`config.mk`:
```
export PLATFORM = sky130hd
export DESIGN_NAME = integer_division_core
export DESIGN_NICKNAME = d
export VERILOG_FILES = /design/src/rtl/integer_division_core.sv
export SDC_FILE = /design/constraint.sdc
export NUM_CORES = 1
export LEC_CHECK = 0
export CORE_ASPECT_RATIO = 0.5
export CORE_UTILIZATION = 35
export DETAILED_ROUTE_END_ITERATION = 12
export SYNTH_ARGS = -nofsm -noshare
export SYNTH_HDL_FRONTEND = slang
export SYNTH_SLANG_ARGS = --single-unit
```
`constraint.sdc`:
```
create_clock -name clk -period 5.7 [get_ports clk]
set_input_delay 1.14 -clock clk [delete_from_list [all_inputs] [get_ports clk]]
set_output_delay 1.14 -clock clk [all_outputs]
set_load 0.02 [all_outputs]
```
`src/rtl/integer_division_core.sv`:
```
// integer_division_core: per-frame AWB gain calculator.
// On each falling edge of vsync, computes gain_X = ({mean_G[31:16], 8'd0}) / mean_X[31:16]
// for X in R, G, B using one shared restoring radix-2 divider (24 cycles per channel).
// All three gains update together 74 clocks after the detection edge.
// Optional build macro GAIN_CLIP_EN: clamps each gain to 1023 (about 4.0 in Q8).
module integer_division_core #(
  parameter int unsigned         DIV_W    = 24,
  parameter int unsigned         DVS_W    = 16,
  parameter logic [DIV_W-1:0]    GAIN_ONE = 24'd256
) (
  input  logic             clk,
  input  logic             reset_n,
  input  logic             vsync,
  input  logic [31:0]      mean_R,
  input  logic [31:0]      mean_G,
  input  logic [31:0]      mean_B,
  output logic [DIV_W-1:0] gain_R,
  output logic [DIV_W-1:0] gain_G,
  output logic [DIV_W-1:0] gain_B
);

  localparam int unsigned REM_W = DVS_W + 1;
  localparam int unsigned CNT_W = 5;
  localparam logic [CNT_W-1:0] CNT_LAST = CNT_W'(DIV_W - 1);
  localparam logic [DIV_W-1:0] CLIP_MAX = DIV_W'(1023);

  typedef enum logic [2:0] {
    ST_IDLE,
    ST_LOAD,
    ST_DIV_R,
    ST_DIV_G,
    ST_DIV_B,
    ST_DONE
  } state_e;

  state_e             state_q, state_d;
  logic               vsync_q, vsync_d;
  logic [CNT_W-1:0]   cnt_q, cnt_d;
  logic [DVS_W-1:0]   dvs_r_q, dvs_r_d;
  logic [DVS_W-1:0]   dvs_g_q, dvs_g_d;
  logic [DVS_W-1:0]   dvs_b_q, dvs_b_d;
  logic [DIV_W-1:0]   dvd_q, dvd_d;
  logic [DIV_W-1:0]   quo_q, quo_d;
  logic [REM_W-1:0]   rem_q, rem_d;
  logic [DIV_W-1:0]   res_r_q, res_r_d;
  logic [DIV_W-1:0]   res_g_q, res_g_d;
  logic [DIV_W-1:0]   gain_r_q, gain_r_d;
  logic [DIV_W-1:0]   gain_g_q, gain_g_d;
  logic [DIV_W-1:0]   gain_b_q, gain_b_d;

  logic [DVS_W-1:0]   dvs_cur;
  logic [REM_W-1:0]   rem_sh;
  logic [REM_W-1:0]   rem_nx;
  logic [DIV_W-1:0]   quo_nx;
  logic               q_bit;

  // Low halves of the statistics are intentionally ignored.
  logic unused_mean_lo;
  assign unused_mean_lo = ^{mean_R[15:0], mean_G[15:0], mean_B[15:0]};

  // Final gain shaping applied when results are published.
  function automatic logic [DIV_W-1:0] shape_gain(input logic [DIV_W-1:0] q);
`ifdef GAIN_CLIP_EN
    return (q > CLIP_MAX) ? CLIP_MAX : q;
`else
    return q;
`endif
  endfunction

  // One restoring-division step; a zero divisor naturally yields all-ones quotient bits.
  always_comb begin
    dvs_cur = dvs_r_q;
    if (state_q == ST_DIV_G) dvs_cur = dvs_g_q;
    if (state_q == ST_DIV_B) dvs_cur = dvs_b_q;
    rem_sh = REM_W'({rem_q, quo_q[DIV_W-1]});
    q_bit  = (rem_sh >= {1'b0, dvs_cur});
    rem_nx = q_bit ? (rem_sh - {1'b0, dvs_cur}) : rem_sh;
    quo_nx = {quo_q[DIV_W-2:0], q_bit};
  end

  // Next-state and datapath control.
  always_comb begin
    state_d  = state_q;
    vsync_d  = vsync;
    cnt_d    = cnt_q;
    dvs_r_d  = dvs_r_q;
    dvs_g_d  = dvs_g_q;
    dvs_b_d  = dvs_b_q;
    dvd_d    = dvd_q;
    quo_d    = quo_q;
    rem_d    = rem_q;
    res_r_d  = res_r_q;
    res_g_d  = res_g_q;
    gain_r_d = gain_r_q;
    gain_g_d = gain_g_q;
    gain_b_d = gain_b_q;

    case (state_q)
      ST_IDLE: begin
        if (vsync_q && !vsync) state_d = ST_LOAD;
      end
      ST_LOAD: begin
        dvs_r_d = mean_R[31:16];
        dvs_g_d = mean_G[31:16];
        dvs_b_d = mean_B[31:16];
        dvd_d   = {mean_G[31:16], 8'd0};
        quo_d   = {mean_G[31:16], 8'd0};
        rem_d   = '0;
        cnt_d   = '0;
        state_d = ST_DIV_R;
      end
      ST_DIV_R, ST_DIV_G, ST_DIV_B: begin
        rem_d = rem_nx;
        quo_d = quo_nx;
        cnt_d = cnt_q + CNT_W'(1);
        if (cnt_q == CNT_LAST) begin
          cnt_d = '0;
          rem_d = '0;
          quo_d = dvd_q;
          if (state_q == ST_DIV_R) begin
            res_r_d = quo_nx;
            state_d = ST_DIV_G;
          end else if (state_q == ST_DIV_G) begin
            res_g_d = quo_nx;
            state_d = ST_DIV_B;
          end else begin
            // Blue result stays in the working register until publication.
            quo_d   = quo_nx;
            state_d = ST_DONE;
          end
        end
      end
      ST_DONE: begin
        gain_r_d = shape_gain(res_r_q);
        gain_g_d = shape_gain(res_g_q);
        gain_b_d = shape_gain(quo_q);
        state_d  = ST_IDLE;
      end
      default: state_d = ST_IDLE;
    endcase
  end

  // State and datapath registers with asynchronous abort.
  always_ff @(posedge clk or negedge reset_n) begin
    if (!reset_n) begin
      state_q  <= ST_IDLE;
      vsync_q  <= 1'b0;
      cnt_q    <= '0;
      dvs_r_q  <= '0;
      dvs_g_q  <= '0;
      dvs_b_q  <= '0;
      dvd_q    <= '0;
      quo_q    <= '0;
      rem_q    <= '0;
      res_r_q  <= '0;
      res_g_q  <= '0;
      gain_r_q <= GAIN_ONE;
      gain_g_q <= GAIN_ONE;
      gain_b_q <= GAIN_ONE;
    end else begin
      state_q  <= state_d;
      vsync_q  <= vsync_d;
      cnt_q    <= cnt_d;
      dvs_r_q  <= dvs_r_d;
      dvs_g_q  <= dvs_g_d;
      dvs_b_q  <= dvs_b_d;
      dvd_q    <= dvd_d;
      quo_q    <= quo_d;
      rem_q    <= rem_d;
      res_r_q  <= res_r_d;
      res_g_q  <= res_g_d;
      gain_r_q <= gain_r_d;
      gain_g_q <= gain_g_d;
      gain_b_q <= gain_b_d;
    end
  end

  assign gain_R = gain_r_q;
  assign gain_G = gain_g_q;
  assign gain_B = gain_b_q;

endmodule

```
* Yosys cells after proc, flatten, opt, wreduce, memory -nomap -nowiden
Cells that the tools add are included.
Cells by class: add/subtract/negate cells 2, multiply operators 0, divide/modulo/power cells 0, order comparisons 1, eq/ne operators 8, shift-type cells 0, mux-type cells 16, bitwise operators 1, reductions and logical operators 8
Operators with widths (count):
- $mux W24 | 3
- $mux W16 | 4
- $pmux W24 S2 | 1
- $pmux W16 S2 | 1
- $ge A17 B16 Y1 | 1
- $sub A16 B16 Y16 | 1
- $pmux W5 S2 | 1
- $mux W3 | 3
- $pmux W3 S3 | 1
- $eq A3 B2 Y1 const B | 2
- $eq A3 B3 Y1 const B | 2
- $add A5 B1 Y5 const B | 1
- $eq A5 B5 Y1 const B | 1
- $mux W5 | 1
- $ne A2 B2 Y1 const B | 2
- $reduce_and A4 Y1 | 1
- $eq A3 B1 Y1 const B | 1
- $logic_not A3 Y1 | 1
- $reduce_and A3 Y1 | 1
- $reduce_or A3 Y1 | 1
- $reduce_and A2 Y1 | 1
- $reduce_bool A2 Y1 | 1
- $logic_and A1 B1 Y1 | 1
- $logic_not A1 Y1 | 1
- 2 further kinds | 2
Storage, ports and cells: register bits after elaboration 217, bits in latches 0, memory bits (writable) 0, bits in read-only memories 0, input port bits 99, output and inout port bits 72, memories kept 0

* Depth between registers and ports, before layout
depth in word-level cells 8, gate-level depth with buffers 16, depth with buffers taken out 13

* Least setup slack after synthesis
OpenSTA, ideal clock, no wires.
path kind reg-to-reg, start reg state_q[1], end reg rem_q[1], setup time 126 ps, data arrival time 3245 ps, data required time 5574 ps, setup slack 2329 ps, cell stages (with the launch flop) 17, buffers on the path 5, clock period less this slack 3371 ps, path through dfrtp_1 -> buf_2 -> nor2b_1 -> and2_1 -> clkbuf_1 -> nor2_1 -> clkbuf_1 -> a21oi_1 -> ha_1 -> clkbuf_2 -> a21oi_1 -> o21ai_0 -> a31oi_2 -> a31o_1 -> buf_6 -> nand2_8 -> a311o_1
On the way: longest elaborated chain between the ends 7, elaborated cells on any way between the ends 13
Ends and longest elaborated chain:
- start: declaration | line 36 | state_e state_q, state_d;
- start signal: assignment | line 161 | state_q <= state_d;
- $eq A3 B2 Y1 | line 73, 98
- $mux W16 | line 73 | if (state_q == ST_DIV_G) dvs_cur = dvs_g_q;
- $mux W16 | line 74 | if (state_q == ST_DIV_B) dvs_cur = dvs_b_q;
- $sub A16 B16 Y16 / $ge A17 B16 Y1 (equally long branches) | line 77, 76
- $mux W16 | line 77 | rem_nx = q_bit ? (rem_sh - {1'b0, dvs_cur}) : rem_sh;
- $mux W16 | line 116 | if (cnt_q == CNT_LAST) begin
- $pmux W16 S2 | line 98 | case (state_q)
- end signal: assignment | line 169 | rem_q <= rem_d;
- end: declaration | line 44 | logic [REM_W-1:0] rem_q, rem_d;
Several ways; a longest one is shown, not always the timed one. A chain may end at the register's enable or synchronous reset.

* Final worst setup path
Same ends and word-level chain as after synthesis.

==> metrics.md <==
| Metric | Value |
|---|---|
| Hold Crit Class | reg2reg |
| Power per cell area | 286 mW/mm^2 |
| Synthesized Nets | 855 |
| Critical path class | reg2reg |
| Die width | 236 um |
| Hpwl dp | 15,800 um |
| Cell accounting for the most synthesized area | dfrtp_1 |
| CTS root buffer | clkbuf_16 |
| Postcts setup bufs | 0 |
| Max Cap Viol | 0 |
| Die H | 119 um |
| Number of synthesis warnings | 0 |
| DRT Pass-1 Iters | 10 |
| Critical-path cell list | nor2b_1 > and2_1 > nor2_1 > buf_4 > a21oi_1 > ha_1 > a21oi_1 > o21ai_0 > a31oi_2 > a31o_1 > nand2_8 > a311o_1 |
| Count leader, synth | dfrtp_1 |
| Site Rows | 42 |
| Hold path cells | 1 |
| Sequential share of the synthesized area | 56.5% |
| WP data required | 6.08 ns |
| TritonCTS sink count | 217 |
| DR WL/cell | 19.2 um |
| DRT iter0 DRCs | 384 |
| Cell area after placement | 0.0112 mm^2 |
| Cell count after placement | 1,179 |
| DRC viols | 0 |
| Fin Hold WS | 0.486 ns |
| CTS tree | done |
| Max-Slew Margin vs Limit | 26.2% |
| Final RePlAce weighted congestion | 0.851 |
| Cts hold-fix bufs | 0 |
| Flops & latches, synth | 217 |
| Initial core utilization | 36.0% |
| Final hold viol count | 0 |
| CP Launch Type | flip-flop |
| Number of global-route vias before repair | 6,402 |
| Mapped Avg Cell Area | 13.0 um^2 |
| Routed Antenna Nets | 0 |
| Gate Count Post-Synth | 738 |
| Pwr Total | 3.41 mW |
| Fraction of layout instances using a drive strength above 1 | 26.2% |
| Crit-path leading delay family | compound AO/OA/AOI/OAI gates |
| Main synth FF type | dfrtp_1 |
| Status | finished clean |
| Post-CTS Resized | 0 |
| Commonest cells post-synth | 214 x dfrtp_1, 163 x mux2_2, 61 x nand2_1, 36 x a21oi_1, 22 x a22o_1 |
| Final slew viol count | 0 |
| Layout Cells excl Fill | 1,217 |
| CP peak stage delay | 0.63 ns |
| Maximum VDD drop | 186 uV |
| Critical path peak fanout | 17 |
| Vias per inst | 5.25 |
| Tcrit/Tclk final | 74.5% |
| Area share of the largest cell type after synthesis | 55.7% |
| Reg2reg setup slack | 1.45 ns |
| Fmax | 235 MHz |
| Worst-Margin Slew | 1.10 ns |
| Die Area | 0.0282 mm^2 |
| Initial antenna violation count | 1 |
| CP bufs+invs | 1 |
| Multi-input logic area | 0.00399 mm^2 |
| RSZ-0062 raised after global routing | no |
| Total CTS buffers | 21 |
| Area grow syn2layout | 23.8% |
| Top cell by count, worst path | a21oi_1 |
| Design area | 0.0119 mm^2 |
| Final nets | 967 |
| Largest net degree at the start of global routing | 110 |
| Slowest cell on crit path | and2_1 |
| Number of enable flip-flop cells after synthesis | 0 |
| Final setup fails | 0 |
| Fin Setup TNS | 0 ns |
| First-pass GRT wire length | 36,800 um |
| Levels on crit path | 12 |
| Leakage power | 5.29 nW |
| Register Area | 0.00543 mm^2 |
| Clk buf depth | 3 |
| Crit path time final | 4.25 ns |
| Critical path arrival | 4.62 ns |
| Async SR Flop Fraction | 100% |
| Synth Cell Area | 0.00961 mm^2 |
| Clock-pin slew of the registers on the worst-case setup and hold paths | 0.07 ns |
| H-Tree Depth | 1 |
| Yosys cell types | 65 |
| Final setup skew | 0.00998 ns |
| Dominant cells by area after synthesis | dfrtp_1 56%, mux2_2 19%, nand2_1 2.4%, ha_1 2.2%, a22o_1 2.0% |
| Clk Latency, worst-skew pair | 0.50 ns |
| Filler cells | 2,448 |
| R2R depth | 12 |
| All-Layer GR Usage | 16.6% |
| Port bufs | 122 |
| Core area | 0.0267 mm^2 |
| DR vias | 6,389 |
| DRT Wirelength | 23,400 um |
| Crit end category | flip-flop |
| Grt ovf | 0 |
| IO Pins | 171 |
## placed cells by master (no fill, tap or decap), types with 2 or more instances in the layout
cell type / count
dfrtp_1: 214
mux2_2: 163
clkdlybuf4s50_1: 121
nand2_1: 61
a21oi_1: 36
a22o_1: 22
clkbuf_16: 21
o21ai_0: 18
ha_1: 17
o211ai_1: 16
nor2_1: 15
a222oi_1: 13
and2_1: 9
xor2_1: 9
buf_4: 9
o21ai_1: 8
a21o_1: 6
nand4_1: 6
a41oi_1: 6
mux2i_1: 5
nor3_1: 5
xnor2_1: 5
clkbuf_1: 5
clkbuf_8: 5
nand2b_1: 4
nand3_1: 4
inv_1: 3
nand3b_1: 3
a22oi_1: 3
bufinv_16: 3
dfstp_2: 3
nor3b_2: 2
mux2_1: 2
and3_1: 2
nor2_2: 2
a211oi_1: 2
o21a_1: 2
## registers in the layout, indices dropped and copies added (netlist names)
register	flops
cnt_q	5
dvd_q	16
dvs_b_q	16
dvs_r_q	16
gain_B	24
gain_G	24
gain_R	24
quo_q	24
rem_q	16
res_g_q	24
res_r_q	24
state_q	3
vsync_q	1
## power by group
| part | switching, mW | total, mW | internal (mW) |
|---|---|---|---|
| clock | 0.583 | 1.47 | 0.882 |
| sequential | 0.0658 | 1.72 | 1.66 |
| combinational | 0.0923 | 0.222 | 0.129 |
## layer usage
metal | vias to the layer above | routed length [um] | global-route usage [%]
met1 | 3309 | 11200 | 23.8
met3 | 25 | 686 | 2.48
met4 | 0 | 388 | 3.94
li1 | 2950 | - | -
met2 | 105 | 11100 | 26.4
met5 | - | 0 | 0
## through the flow
step | setup slack (ns) | utilization, %
2_1_floorplan | 2.33 | -
3_3_place_gp | 1.58 | 41.8
3_5_place_dp | 1.51 | 41.8
4_1_cts | 1.49 | 44.5
5_1_grt | 1.23 | 44.6
6_report | 1.45 | 44.6
## worst register-to-register path, cell delays in order, from the launching register on
cell and delay [ns]:
dfrtp_1 0.50, nor2b_1 0.23, and2_1 0.63, nor2_1 0.08, buf_4 0.22, a21oi_1 0.22
ha_1 0.34, a21oi_1 0.23, o21ai_0 0.21, a31oi_2 0.39, a31o_1 0.54, nand2_8 0.16
a311o_1 0.38
## worst paths after layout
kind,end,start
hold reg to reg,res_r_q[17],res_r_q[17]
hold / removal,res_r_q[17],res_r_q[17]
setup / recovery,rem_q[1],state_q[1]
setup reg to reg,rem_q[1],state_q[1]
min in group asynchronous,quo_q[2],reset_n
max in group asynchronous,gain_B[4],reset_n
## cell families after synthesis
group                    Yosys count  synth area share (%)
buffers and inverters             45                  2.16
AND/OR/NAND/NOR                  127                  6.69
multiplexers                     170                  19.9
adder cells (fa/ha/maj)           18                  2.42
flip-flops                       217                  56.5
XOR/XNOR                          14                  1.28
AO/OA/AOI/OAI                    147                  11.0
## layout make-up
type	instances	share of cell area, %
multi-input cells	476	33.5
clock inverters	6	0.936
well taps	352	3.70
clock buffers	31	5.15
flip-flops and latches	217	45.7
diodes	1	0.0210
inverters	3	0.0947
repair buffers	131	10.9
(Power assumes the default switching activity.)
